### config.mk
export PLATFORM = sky130hd
export DESIGN_NAME = sample_vector_gatherer_flat
export DESIGN_NICKNAME = d
export VERILOG_FILES = /design/src/rtl/sample_vector_gatherer_pkg.sv /design/src/rtl/sample_vector_gatherer_if.sv /design/src/rtl/sample_vector_gatherer_vector_slot_bank.sv /design/src/rtl/sample_vector_gatherer.sv /design/src/flat_wrapper.sv
export SDC_FILE = /design/constraint.sdc
export NUM_CORES = 1
export LEC_CHECK = 0
export CELL_PAD_IN_SITES_DETAIL_PLACEMENT = 0
export CELL_PAD_IN_SITES_GLOBAL_PLACEMENT = 1
export CORE_MARGIN = 2
export CORE_UTILIZATION = 45
export DETAILED_ROUTE_END_ITERATION = 7
export HOLD_SLACK_MARGIN = 0.06
export MAX_ROUTING_LAYER = met4
export PLACE_DENSITY = 0.8
export RECOVER_POWER = 100
export SLEW_MARGIN = 10
export SYNTH_ARGS = -nofsm -noshare
export SYNTH_HDL_FRONTEND = slang
export SYNTH_SLANG_ARGS = --single-unit
### constraint.sdc
create_clock -name clk -period 2.9 [get_ports clk]
set_clock_uncertainty 0.05 [all_clocks]
set_input_delay 0.58 -clock clk [delete_from_list [all_inputs] [get_ports clk]]
set_output_delay 0.58 -clock clk [all_outputs]
set_load 0.01 [all_outputs]
### src/rtl/sample_vector_gatherer_pkg.sv
// Shared types and helpers for the sample vector gatherer.
package gather_pkg;

   typedef enum logic [0:0] {
      FILL  = 1'b0,
      STALL = 1'b1
   } gather_state_e;

   function automatic int cnt_width(input int n);
      return $clog2(n + 1);
   endfunction

endpackage

### src/rtl/sample_vector_gatherer_if.sv
// Sample stream in, gathered vector out; slave is the gatherer's view.
interface sample_vector_gatherer_if
   import gather_pkg::*;
#(
   parameter int NUM_INPUT = 8,
   parameter int WIDTH_IN  = 16,
   parameter int CNT_W     = cnt_width(NUM_INPUT)
);
   logic                                s_valid;
   logic                                s_ready;
   logic [WIDTH_IN-1:0]                 s_data;
   logic                                s_mask;
   logic                                s_last;
   logic                                m_valid;
   logic                                m_ready;
   logic [NUM_INPUT-1:0][WIDTH_IN-1:0]  m_data;
   logic [NUM_INPUT-1:0]                m_enable;
   logic [CNT_W-1:0]                    m_count;

   modport master (
      output s_valid, s_data, s_mask, s_last, m_ready,
      input  s_ready, m_valid, m_data, m_enable, m_count
   );

   modport slave (
      input  s_valid, s_data, s_mask, s_last, m_ready,
      output s_ready, m_valid, m_data, m_enable, m_count
   );
endinterface

### src/rtl/sample_vector_gatherer_vector_slot_bank.sv
// Slot register bank with per-slot enable bits: clear beats bulk load beats indexed write.
module vector_slot_bank
   import gather_pkg::*;
#(
   parameter int NUM_INPUT = 8,
   parameter int WIDTH_IN  = 16,
   parameter int IDX_W     = cnt_width(NUM_INPUT)
) (
   input  logic                               clk,
   input  logic                               rst_n,
   input  logic                               clr,
   input  logic                               wr_en,
   input  logic [IDX_W-1:0]                   wr_idx,
   input  logic [WIDTH_IN-1:0]                wr_data,
   input  logic                               wr_enable,
   input  logic                               load_en,
   input  logic [NUM_INPUT-1:0][WIDTH_IN-1:0] load_data,
   input  logic [NUM_INPUT-1:0]               load_enable,
   output logic [NUM_INPUT-1:0][WIDTH_IN-1:0] data,
   output logic [NUM_INPUT-1:0]               enable
);
   logic [NUM_INPUT-1:0][WIDTH_IN-1:0] data_q, data_d;
   logic [NUM_INPUT-1:0]               enable_q, enable_d;

   // Next bank contents
   always_comb begin
      data_d   = data_q;
      enable_d = enable_q;
      if (clr) begin
         data_d   = '0;
         enable_d = '0;
      end else if (load_en) begin
         data_d   = load_data;
         enable_d = load_enable;
      end else if (wr_en) begin
         for (int i = 0; i < NUM_INPUT; i++) begin
            if (wr_idx == IDX_W'(i)) begin
               data_d[i]   = wr_data;
               enable_d[i] = wr_enable;
            end else begin
               data_d[i]   = data_q[i];
               enable_d[i] = enable_q[i];
            end
         end
      end else begin
         data_d   = data_q;
         enable_d = enable_q;
      end
   end

   // Bank registers
   always_ff @(posedge clk or negedge rst_n) begin
      if (!rst_n) begin
         data_q   <= '0;
         enable_q <= '0;
      end else begin
         data_q   <= data_d;
         enable_q <= enable_d;
      end
   end

   assign data   = data_q;
   assign enable = enable_q;
endmodule

### src/rtl/sample_vector_gatherer.sv
// Gathers a serial sample stream into NUM_INPUT-wide vectors with a slot enable mask.
// A fill bank collects the next frame while the output bank is presented downstream.
module sample_vector_gatherer
   import gather_pkg::*;
#(
   parameter int NUM_INPUT   = 8,
   parameter int WIDTH_IN    = 16,
   parameter bit ZERO_MASKED = 1'b1
) (
   input logic                    clk,
   input logic                    rst_n,
   input logic                    ena,
   sample_vector_gatherer_if.slave bus
);
   localparam int CNT_W = cnt_width(NUM_INPUT);

   gather_state_e                      state_q, state_d;
   logic [CNT_W-1:0]                   idx_q, idx_d;
   logic [CNT_W-1:0]                   count_q, count_d;
   logic                               m_valid_q, m_valid_d;
   logic                               s_ready_q, s_ready_d;
   logic                               in_s, out_s, out_free_s, close_s;
   logic                               fill_wr_s, fill_clr_s, out_load_s;
   logic [WIDTH_IN-1:0]                sample_s;
   logic [NUM_INPUT-1:0][WIDTH_IN-1:0] fill_data_s, out_data_s, merged_data_s;
   logic [NUM_INPUT-1:0]               fill_en_s, out_en_s, merged_en_s;

   assign bus.s_ready  = s_ready_q & ena;
   assign bus.m_valid  = m_valid_q & ena;
   assign bus.m_data   = out_data_s;
   assign bus.m_enable = out_en_s;
   assign bus.m_count  = count_q;

   assign in_s       = bus.s_valid & bus.s_ready;
   assign out_s      = bus.m_valid & bus.m_ready;
   assign out_free_s = ena & (~m_valid_q | bus.m_ready);
   assign sample_s   = (ZERO_MASKED && !bus.s_mask) ? '0 : bus.s_data;

   // Closing sample bypasses the fill bank so the vector lands on m_* at the same edge
   always_comb begin
      merged_data_s = fill_data_s;
      merged_en_s   = fill_en_s;
      for (int i = 0; i < NUM_INPUT; i++) begin
         if (in_s && (idx_q == CNT_W'(i))) begin
            merged_data_s[i] = sample_s;
            merged_en_s[i]   = bus.s_mask;
         end else begin
            merged_data_s[i] = fill_data_s[i];
            merged_en_s[i]   = fill_en_s[i];
         end
      end
   end

   // Control FSM, fill index and handshake next-state
   always_comb begin
      state_d    = state_q;
      idx_d      = idx_q;
      count_d    = count_q;
      m_valid_d  = m_valid_q;
      fill_wr_s  = 1'b0;
      fill_clr_s = 1'b0;
      out_load_s = 1'b0;
      close_s    = 1'b0;
      if (ena) begin
         case (state_q)
            FILL: begin
               if (out_s) begin
                  m_valid_d = 1'b0;
               end else begin
                  m_valid_d = m_valid_q;
               end
               if (in_s) begin
                  close_s = (idx_q == CNT_W'(NUM_INPUT - 1)) | bus.s_last;
                  if (close_s && out_free_s) begin
                     out_load_s = 1'b1;
                     fill_clr_s = 1'b1;
                     m_valid_d  = 1'b1;
                     count_d    = idx_q + CNT_W'(1);
                     idx_d      = '0;
                  end else if (close_s) begin
                     fill_wr_s = 1'b1;
                     idx_d     = idx_q + CNT_W'(1);
                     state_d   = STALL;
                  end else begin
                     fill_wr_s = 1'b1;
                     idx_d     = idx_q + CNT_W'(1);
                  end
               end else begin
                  idx_d = idx_q;
               end
            end
            STALL: begin
               if (out_free_s) begin
                  out_load_s = 1'b1;
                  fill_clr_s = 1'b1;
                  m_valid_d  = 1'b1;
                  count_d    = idx_q;
                  idx_d      = '0;
                  state_d    = FILL;
               end else begin
                  state_d = STALL;
               end
            end
            default: begin
               state_d = FILL;
               idx_d   = '0;
            end
         endcase
         s_ready_d = (state_d == FILL);
      end else begin
         s_ready_d = s_ready_q;
      end
   end

   // Control registers
   always_ff @(posedge clk or negedge rst_n) begin
      if (!rst_n) begin
         state_q   <= FILL;
         idx_q     <= '0;
         count_q   <= '0;
         m_valid_q <= 1'b0;
         s_ready_q <= 1'b0;
      end else begin
         state_q   <= state_d;
         idx_q     <= idx_d;
         count_q   <= count_d;
         m_valid_q <= m_valid_d;
         s_ready_q <= s_ready_d;
      end
   end

   vector_slot_bank #(.NUM_INPUT(NUM_INPUT), .WIDTH_IN(WIDTH_IN), .IDX_W(CNT_W)) u_fill_bank (
      .clk         (clk),
      .rst_n       (rst_n),
      .clr         (fill_clr_s),
      .wr_en       (fill_wr_s),
      .wr_idx      (idx_q),
      .wr_data     (sample_s),
      .wr_enable   (bus.s_mask),
      .load_en     (1'b0),
      .load_data   ('0),
      .load_enable ('0),
      .data        (fill_data_s),
      .enable      (fill_en_s)
   );

   vector_slot_bank #(.NUM_INPUT(NUM_INPUT), .WIDTH_IN(WIDTH_IN), .IDX_W(CNT_W)) u_out_bank (
      .clk         (clk),
      .rst_n       (rst_n),
      .clr         (1'b0),
      .wr_en       (1'b0),
      .wr_idx      ('0),
      .wr_data     ('0),
      .wr_enable   (1'b0),
      .load_en     (out_load_s),
      .load_data   (merged_data_s),
      .load_enable (merged_en_s),
      .data        (out_data_s),
      .enable      (out_en_s)
   );
endmodule

### src/flat_wrapper.sv
// flat-port wrapper written by rule: the top's interface ports become plain ports
module sample_vector_gatherer_flat import gather_pkg::*;
#(
   parameter int NUM_INPUT   = 8,
   parameter int WIDTH_IN    = 16,
   parameter bit ZERO_MASKED = 1'b1
)
  (clk, rst_n, ena, bus_s_valid, bus_s_data, bus_s_mask, bus_s_last, bus_m_ready, bus_s_ready, bus_m_valid, bus_m_data, bus_m_enable, bus_m_count);
  sample_vector_gatherer_if #(.NUM_INPUT(NUM_INPUT), .WIDTH_IN(WIDTH_IN)) bus_i ();
  input logic clk;
  input logic rst_n;
  input logic ena;
  input wire logic [$bits(bus_i.s_valid)-1:0] bus_s_valid;
  input wire logic [$bits(bus_i.s_data)-1:0] bus_s_data;
  input wire logic [$bits(bus_i.s_mask)-1:0] bus_s_mask;
  input wire logic [$bits(bus_i.s_last)-1:0] bus_s_last;
  input wire logic [$bits(bus_i.m_ready)-1:0] bus_m_ready;
  output wire logic [$bits(bus_i.s_ready)-1:0] bus_s_ready;
  output wire logic [$bits(bus_i.m_valid)-1:0] bus_m_valid;
  output wire logic [$bits(bus_i.m_data)-1:0] bus_m_data;
  output wire logic [$bits(bus_i.m_enable)-1:0] bus_m_enable;
  output wire logic [$bits(bus_i.m_count)-1:0] bus_m_count;
  assign bus_i.s_valid = bus_s_valid;
  assign bus_i.s_data = bus_s_data;
  assign bus_i.s_mask = bus_s_mask;
  assign bus_i.s_last = bus_s_last;
  assign bus_i.m_ready = bus_m_ready;
  assign bus_s_ready = bus_i.s_ready;
  assign bus_m_valid = bus_i.m_valid;
  assign bus_m_data = bus_i.m_data;
  assign bus_m_enable = bus_i.m_enable;
  assign bus_m_count = bus_i.m_count;
  sample_vector_gatherer #(.NUM_INPUT(NUM_INPUT), .WIDTH_IN(WIDTH_IN), .ZERO_MASKED(ZERO_MASKED)) u_core (.clk(clk), .rst_n(rst_n), .ena(ena), .bus(bus_i));
endmodule
==> results.md <==
- Status: finished, violations left
- Failing checks: max-capacitance violations, max-slew violations
- Largest stage delay on the critical path: 530 ps
- Worst skew pair latency: 550 ps
- Synth Warn #: 0
- Setup-failing EPs final: 0
- Routability Congestion: 0.795
- Worst EP required: 2270 ps
- Reg2reg path depth: 7
- First-pass GRT wire length: 57500 um
- HPWL after detailed placement: 21900 um
- Die width: 177 um
- Post-Syn Instances: 1172
- P per Cell Area: 740 nW/um^2
- Most frequent CP cell: clkdlybuf4s50_1
- Core area: 29600 sq um
- Routed Antenna Nets: 0
- Gr usage total: 24.0%
- Peak supply drop: 0.457 mV
- Sequential-to-total area share from yosys stat: 52.6%
- Die ar.: 31300 sq um
- Ys flop type: dfrtp_1
- Die Y-Extent: 177 um
- Clock Sink Count: 283
- First-pass DRT Iterations: 6
- IO buf count: 164
- Worst-Margin Slew: 1980 ps
- Final hold vios: 0
- WS Path Type: in2out
- FF-to-FF setup slack: 270 ps
- Hold Path Stages: 1
- Layout cell share with drive strength beyond 1: 30.4%
- Worst flop-to-flop path endpoint: u_core.u_out_bank.data[7]
- Avg WL per Cell: 20.7 um
- Cts hold-fix bufs: 1
- Rel. slew slack: -32.1%
- Synth cell types: 38
- WP data arrival: 2040 ps
- Reg clk slew, reported paths: 60 ps
- DR iter-0 viols: 957
- Residual DRC: 0
- Most frequent cell after synthesis: dfrtp_1
- Antenna Cells: 0
- Vias in the first global route: 9816
- Initial antenna violation count: 0
- DR vias/cell: 5.68
- Synth area leader: dfrtp_1
- Placed insts: 1673
- Avg Cell Area, Syn: 11.5 sq um
- Pleak: 8.03 nW
- Syn nets: 1199
- Total CTS buffers: 30
- Final worst path period share: 92.1%
- Mapped cell area: 13500 sq um
- Top area cells in the synthesized netlist: dfrtp_1 53%, mux2_2 23%, o21ai_0 4.5%, a21oi_1 4.5%, nand3_1 4.2%
- Multiplexer share of the synthesized area: 24.4%
- Htree depth: 1
- RSZ-0062 raised after global routing: false
- Async set or reset register ratio after synthesis: 100%
- Starting density of the core: 45.5%
- Synth Area in Compound Gates: 9.83%
- CTS resizes: 0
- P&R area growth vs syn: 25.1%
- Total gr overflow: 0
- Vias: 9817
- Max Slew Vio Count: 76
- Clock Tree Buf Depth: 3
- Largest family of logic cells by synthesized area: multiplexers
- Post-synth top cells: 283 x dfrtp_1, 276 x mux2_2, 122 x o21ai_0
- Reg2Reg Launch Point: u_core.idx_q[0]
- # Max-Cap Violations: 1
- Final setup TNS: 0 ps
- Setup bufs post-CTS: 0
- Root Buffer: clkbuf_16
- EDFF count, synth: 0
- Cell row count: 63
- Worst hold path type: reg2reg
- Fmax: 0.374 GHz
- DP Area: 15900 sq um
- WL final: 35800 um
- Min Tclk post-route: 2670 ps
- CP Capture Type: output port
- I/O Pins: 165
- Nets: 1343
- Min-delay src: u_core.u_out_bank.data[70]
- Post-route cell area: 16800 sq um
- Crit start category: input port
- Synth Area in XOR/XNOR: 0.195%
- Hold Path End: u_core.u_out_bank.data[70]
- Yosys top cell area share: 52.6%
- CP Cell Sequence: clkdlybuf4s50_1 > clkbuf_2 > and2_1 > clkdlybuf4s50_1
- CTS tree: done
- Largest net degree at the start of global routing: 81
- Final Util: 56.9%
- Synth Area in Simple Gates: 8.06%
- Worst path slowest cell: clkdlybuf4s50_1
- Maximum fanout along the worst path: 14
- Post-Synth Adder-Cell Area: 0.372%
- Finished Layout Cells: 1728
- Filler instances: 2505
- Yosys reg bits: 283
kinds of logic (layout without fill, tap and decap cells):
kind of cell / after synthesis / count (layout)
muxes: 293 / 293
DFF: 283 / 283
AOI/OAI and AO/OA: 254 / 254
and+or+nand+nor: 201 / 201
buffers and inverters: 134 / 300
adders and majority gates: 4 / 4
xor gates and xnor gates: 3 / 3
cell type report:
class / instances / area [sq um] / share of cell area, %
Clock buffer: 51 / 951 / 5.65
Inverter: 5 / 18.8 / 0.112
Sequential cell: 283 / 7080 / 42.1
Multi-Input combinational cell: 755 / 5770 / 34.3
Clock inverter: 3 / 17.5 / 0.104
Tap cell: 390 / 488 / 2.90
Timing Repair Buffer: 241 / 2500 / 14.8
worst max-delay path: cells and delay by family:
kind | cells | cell delay [ps]
buf+inv | 3 | 1290
simple gates | 1 | 170
placed cells by master (no fill, tap or decap), types with 2 or more instances in the layout:
master           instances
and2_1                  17
ha_1                     4
inv_1                    5
nand4_1                 18
nand2_1                  7
nand3_1                112
mux2_2                 276
clkbuf_4                 3
a31oi_1                  2
clkbuf_1                14
clkdlybuf4s50_1         23
clkbuf_16               31
o211ai_1                 2
clkbuf_8                10
xnor2_1                  3
nor2b_1                  3
o21ai_0                123
buf_4                   43
nor2_1                  22
a21oi_1                120
buf_12                  24
dlygate4sd3_1          141
dfrtp_1                283
clkbuf_2                 2
clkinv_2                 2
nand3_2                  7
nor2_2                   2
and3_1                   7
mux2i_1                 17
power breakdown:
part / leakage (nW) / switching, mW / total, mW / internal, mW
Sequential: 3.89 / 0.536 / 5.40 / 4.86
Combinational: 3.68 / 1.53 / 3.32 / 1.78
Clock: 0.474 / 1.54 / 3.74 / 2.20
per-stage QoR:
| step | hold slack, ps | worst slack, ps | total power [mW] |
|---|---|---|---|
| after floorplan | 234 | 763 | 7.23 |
| after global placement | 439 | 106 | 8.91 |
| after detailed placement | 445 | 95.3 | 8.99 |
| after CTS | 458 | 330 | 12.8 |
| after global routing | 466 | 147 | 13.1 |
| final | 448 | 229 | 12.5 |
state kept, by name (all words and copies together) (netlist names):
| register | count |
|---|---|
| u_core.m_valid_q | 1 |
| u_core.u_fill_bank.data | 128 |
| u_core.bus.m_count | 4 |
| u_core.idx_q | 4 |
| u_core.u_out_bank.data | 128 |
| u_core.state_q | 1 |
| u_core.u_out_bank.enable | 8 |
| u_core.u_fill_bank.enable | 8 |
| u_core.s_ready_q | 1 |
how the worst max path moves through the flow:
| stage | from | to | slack, ps | depth (start not counted) |
|---|---|---|---|---|
| global route | ena | bus_s_ready | 150 | 4 |
| CTS | ena | bus_m_valid | 330 | 4 |
| global placement | bus_s_valid | u_core.u_out_bank.data[10] | 110 | 6 |
| floorplan | u_core.idx_q[0] | u_core.u_out_bank.data[117] | 760 | 6 |
| detailed placement | bus_s_valid | u_core.u_out_bank.data[5] | 100 | 6 |
| finish | ena | bus_m_valid | 230 | 4 |
per-layer routing:
| metal | GRT usage [%] | wire length [um] |
|---|---|---|
| met4 | 4.51 | 618 |
| met1 | 34.5 | 16500 |
| met2 | 36.9 | 16800 |
| met5 | - | 0 |
| met3 | 3.09 | 1880 |
Note: power is estimated with default switching activity, not from simulation.
